[config.mk]
export PLATFORM = sky130hd
export DESIGN_NAME = irq_ctl
export DESIGN_NICKNAME = d
export VERILOG_FILES = /design/src/rtl/irq_ctl.sv
export SDC_FILE = /design/constraint.sdc
export NUM_CORES = 1
export LEC_CHECK = 0
export CAP_MARGIN = 15
export CORE_MARGIN = 2
export CORE_UTILIZATION = 48
export DETAILED_ROUTE_END_ITERATION = 8
export GPL_TIMING_DRIVEN = 0
export PLACE_DENSITY = 0.85
export SLEW_MARGIN = 20
export SYNTH_ARGS = -nofsm -noshare
export SYNTH_HDL_FRONTEND = slang
export SYNTH_SLANG_ARGS = --single-unit
[constraint.sdc]
create_clock -name clk -period 4.65 [get_ports clk]
set_clock_uncertainty 0.1 [all_clocks]
set_input_delay 0.465 -clock clk [delete_from_list [all_inputs] [get_ports clk]]
set_output_delay 0.465 -clock clk [all_outputs]
set_load 0.02 [all_outputs]
[src/rtl/irq_ctl.sv]
// Interrupt controller: arbitrates level requests into one vectored request for the core
// and runs the ack/reti handshake. Define IRQCTL_ROUND_ROBIN_EN for rotating priority.
module irq_ctl #(
    parameter int unsigned NSRC     = 8,
    parameter int unsigned VEC_BASE = 1,
    parameter int unsigned VW       = 5
) (
    input  logic            clk,
    input  logic            rst,
    input  logic [NSRC-1:0] irq_req,
    output logic [NSRC-1:0] irq_exec,
    input  logic            global_ie,
    output logic            cpu_irq,
    output logic [VW-1:0]   cpu_vector,
    input  logic            cpu_ack,
    input  logic            cpu_reti,
    output logic            in_service
);

    localparam int unsigned IW = $clog2(NSRC);
    localparam logic [VW-1:0] VecBase = VW'(VEC_BASE);

    typedef enum logic [1:0] {StIdle, StReq, StService, StHold} state_e;

    state_e          state_q, state_d;
    logic [IW-1:0]   winner_q, winner_d;
    logic [VW-1:0]   vector_d;
    logic            irq_d;
    logic [NSRC-1:0] exec_d;
    logic            in_service_d;
    logic [IW-1:0]   arb_idx;
    logic            arb_found;

`ifdef IRQCTL_ROUND_ROBIN_EN
    logic [IW-1:0] ptr_q, ptr_d;

    // Search starts one past the last acknowledged source and wraps.
    always_comb begin
        int unsigned cand;
        arb_idx   = '0;
        arb_found = 1'b0;
        for (int unsigned k = 1; k <= NSRC; k++) begin
            cand = (32'(ptr_q) + k) % NSRC;
            if (!arb_found && irq_req[cand]) begin
                arb_found = 1'b1;
                arb_idx   = IW'(cand);
            end
        end
    end

    always_ff @(posedge clk or negedge rst) begin
        if (!rst) begin
            ptr_q <= IW'(NSRC - 1);
        end else begin
            ptr_q <= ptr_d;
        end
    end
`else
    always_comb begin
        arb_idx   = '0;
        arb_found = 1'b0;
        for (int unsigned i = 0; i < NSRC; i++) begin
            if (!arb_found && irq_req[i]) begin
                arb_found = 1'b1;
                arb_idx   = IW'(i);
            end
        end
    end
`endif

    always_comb begin
        state_d      = state_q;
        winner_d     = winner_q;
        vector_d     = cpu_vector;
        irq_d        = cpu_irq;
        exec_d       = '0;
        in_service_d = in_service;
`ifdef IRQCTL_ROUND_ROBIN_EN
        ptr_d        = ptr_q;
`endif
        unique case (state_q)
            StIdle: begin
                if (global_ie && arb_found) begin
                    winner_d = arb_idx;
                    vector_d = VecBase + VW'(arb_idx);
                    irq_d    = 1'b1;
                    state_d  = StReq;
                end
            end
            StReq: begin
                if (cpu_ack) begin
                    exec_d[winner_q] = 1'b1;
                    irq_d            = 1'b0;
                    in_service_d     = 1'b1;
                    state_d          = StService;
`ifdef IRQCTL_ROUND_ROBIN_EN
                    ptr_d            = winner_q;
`endif
                end else if (!irq_req[winner_q] || !global_ie) begin
                    // Source or core gave up before ack: withdraw without a pulse.
                    irq_d   = 1'b0;
                    state_d = StIdle;
                end
            end
            StService: begin
                if (cpu_reti) begin
                    in_service_d = 1'b0;
                    state_d      = StHold;
                end
            end
            StHold: state_d = StIdle;
            default: state_d = StIdle;
        endcase
    end

    always_ff @(posedge clk or negedge rst) begin
        if (!rst) begin
            state_q    <= StIdle;
            winner_q   <= '0;
            cpu_vector <= '0;
            cpu_irq    <= 1'b0;
            irq_exec   <= '0;
            in_service <= 1'b0;
        end else begin
            state_q    <= state_d;
            winner_q   <= winner_d;
            cpu_vector <= vector_d;
            cpu_irq    <= irq_d;
            irq_exec   <= exec_d;
            in_service <= in_service_d;
        end
    end

endmodule

==> impl_metrics.toml <==
[critical_path]
start_kind = "input pin"
cp.arrival_ns = 2.44
rrSetupSlack_ns = 2.76
r2r-end = "state_q[0]$_DFFE_PN0P_"
r2r_cells = 5
required_ns = 4.73
crit_fanout = 10
cp-endpoint = "winner_q[0]$_DFFE_PN0P_"
cp-end-kind = "flip-flop"
critical_path_class = "in -> reg"
timing.rr.start = "winner_q[0]$_DFFE_PN0P_"
startpoint = "irq_req[2]"

[layout]
area_growth_pct = 35.2
nNetsFinal = 131
drive_gt1_share_pct = 9.48
n_antenna_cell = 0

[synth]
synthTopCellsByArea = "dfrtp_1 52%, mux2i_1 6.6%, nor3_1 3.3%"
yosys.area_share.simple_pct = 22.1
synth_compound_area_share_pct = 8.29
synth.distinct_cells = 28
synthMuxAreaShare_pct = 11.6
synth_seq_area_share_pct = 52.5
syn_area_um2 = 906
synth_area_leader_cell = "dfrtp_1"
synthesis.nets = 100
synthAdderAreaFrac_pct = 1.38
avgSynthCellArea_um2 = 10.5
yosysWarnings = 0
syn_inst = 86
synth_top_family_by_area = "simple AND/OR/NAND/NOR gates"
ys_ff_latch = 19
synth_top_area_share_pct = 52.5
synth_xor_xnor_area_share_pct = 0

[sta]
tightest_slew_ns = 0.827
finalCritPeriodShare_pct = 50.8
slew_headroom_pct = 44.7
fin_hold_ws_ns = 0.395
rsz0062_at_grt = "no"
tns_ns = 0
fin_crit_ns = 2.36
hold_viol = 0
drv_slew = 0
max_freq_ghz = 0.423
setup-violations-final = 0

[floorplanning]
die_area_um2 = 2250
fp.coreArea_um2 = 1750
die_w_um = 47.4
rows = 15
start_util_pct = 51.9
die_h_um = 47.4
io_pins = 28

[global_routing]
grt_max_degree = 20
grt_antenna_before_repair = 0
grt_usage_pct = 17.5
grt_pass1_vias = 658
grt_pass1_wl_um = 2750
gr-total-overflow = 0

[clocking]
cts_tree = "done"
post-cts-setup-buffers = 0
clk_latency_ns = 0.28
cts_root_buf = "clkbuf_4"
holdBufCountCts = 0
clk_pin_slew_ns = 0.10
cts.sinks = 19
post_cts_resized = 0
cts_max_path_buffers = 2
h-tree-depth = 1
cts_buffers = 3

[drt]
wl_met3_um = 86
drc = 0
antenna_violating_nets_post_route = 0
drt_first_pass_iters = 4
wl_met2_um = 882
vias_per_cell = 5.12
drt_iter0_drc = 15
routedWlPerCell_um = 12.0
vias = 722
met1_length_um = 705
top_layer_used = "met4"
wl_um = 1690

[place]
portBuffers = 26
gp_congestion = 0.791
hpwlAfterDp_um = 1340

[hold_path]
hp-class = "reg -> reg"

[run_status]
status = "completed"

[power]
finalPower_uw = 580
power_per_cell_area_nw_per_um2 = 473
ir_drop_mv = 0.355
p_leak_uw = 0.000513

[run]
cap_violations = 0
[logic make-up after synthesis]
group,Yosys count
AOI/OAI and AO/OA,13
adders and majority gates,1
buffers and inverters,5
DFF,19
muxes,9
other,1
and+or+nand+nor,38
[routing by layer]
metal	up-vias	global-route usage (%)
met1	327	19.9
met3	2	2.64
li1	370	-
met2	23	32.7
met4	0	6.67
met5	-	0
[worst max-delay path: stages]
cell	delay (ns)
clkdlybuf4s50_1	0.47
or4_1	0.55
o31ai_1	0.38
buf_4	0.24
mux2_2	0.34
[how the worst min path moves through the flow]
stage | slack (ns) | end | startpoint | cells after the start
5_1_grt | 0.44 | cpu_vector[0]$_DFFE_PN0P_ | cpu_vector[0]$_DFFE_PN0P_ | 2
3_3_place_gp | 0.36 | cpu_vector[0]$_DFFE_PN0P_ | cpu_vector[0]$_DFFE_PN0P_ | 2
4_1_cts | 0.40 | cpu_vector[0]$_DFFE_PN0P_ | cpu_vector[0]$_DFFE_PN0P_ | 2
3_5_place_dp | 0.38 | cpu_vector[0]$_DFFE_PN0P_ | cpu_vector[0]$_DFFE_PN0P_ | 2
6_report | 0.39 | cpu_vector[0]$_DFFE_PN0P_ | cpu_vector[0]$_DFFE_PN0P_ | 2
2_1_floorplan | 0.07 | async pin | rst | 0
[synthesized netlist by cell type]
library cell	instances
mux2i_1	6
or4_1	1
ha_1	1
nor4_1	1
nor3_1	6
dfrtp_1	19
nand3b_1	1
a21oi_1	5
nand4bb_1	1
o41ai_1	1
buf_4	2
or3_2	1
nor2b_1	1
nand2b_1	4
nor3b_1	1
conb_1	1
nor2_1	8
o311ai_0	1
or4b_1	1
mux4_2	1
inv_1	2
nand2_1	8
o21ai_0	5
o31ai_1	1
mux2_2	2
or3_1	1
nand3_1	3
buf_6	1
[sequential cells by signal (all words and copies together), names as in the netlist, named ones only]
register,count
state_q,1
winner_q,3
irq_exec,8
cpu_irq,1
in_service,1
cpu_vector,4
[stage by stage]
stage	area [µm²]	cells	setup slack, ns	util [%]
finish	1220	141	2.29	70.2
floorplan	906	86	2.63	-
detailed placement	1200	137	1.97	68.6
global placement	1200	137	2.00	68.6
global route	1220	141	2.18	70.2
CTS	1220	141	2.28	70.2
[power by group]
| group | switching (µW) | internal (µW) | leakage, µW | total, µW |
|---|---|---|---|---|
| clock network | 47.0 | 31.9 | 0.0000177 | 78.9 |
| registers | 42.1 | 211 | 0.000245 | 253 |
| logic | 118 | 130 | 0.000250 | 248 |
| total | 207 | 373 | 0.000513 | 580 |
[final cells by class]
cell class / instances / area [µm²]
fillers: 136 / 520
flip-flops and latches: 19 / 475
multi-input cells: 62 / 397
repair buffers: 26 / 260
well taps: 25 / 31.3
plain buffers: 3 / 26.3
clock buffers: 3 / 22.5
inverters: 2 / 7.51
clock inverters: 1 / 5.00
[layout by cell type, fill, tap and decap left out, types with 2 or more instances in the layout]
master	instances
inv_1	2
clkdlybuf4s50_1	26
buf_4	2
mux2i_1	6
nand2_1	8
a21oi_1	5
nand3_1	3
mux2_2	2
nand2b_1	4
clkbuf_4	3
nor3_1	6
o21ai_0	5
dfrtp_1	19
nor2_1	8
(Power assumes the default switching activity.)
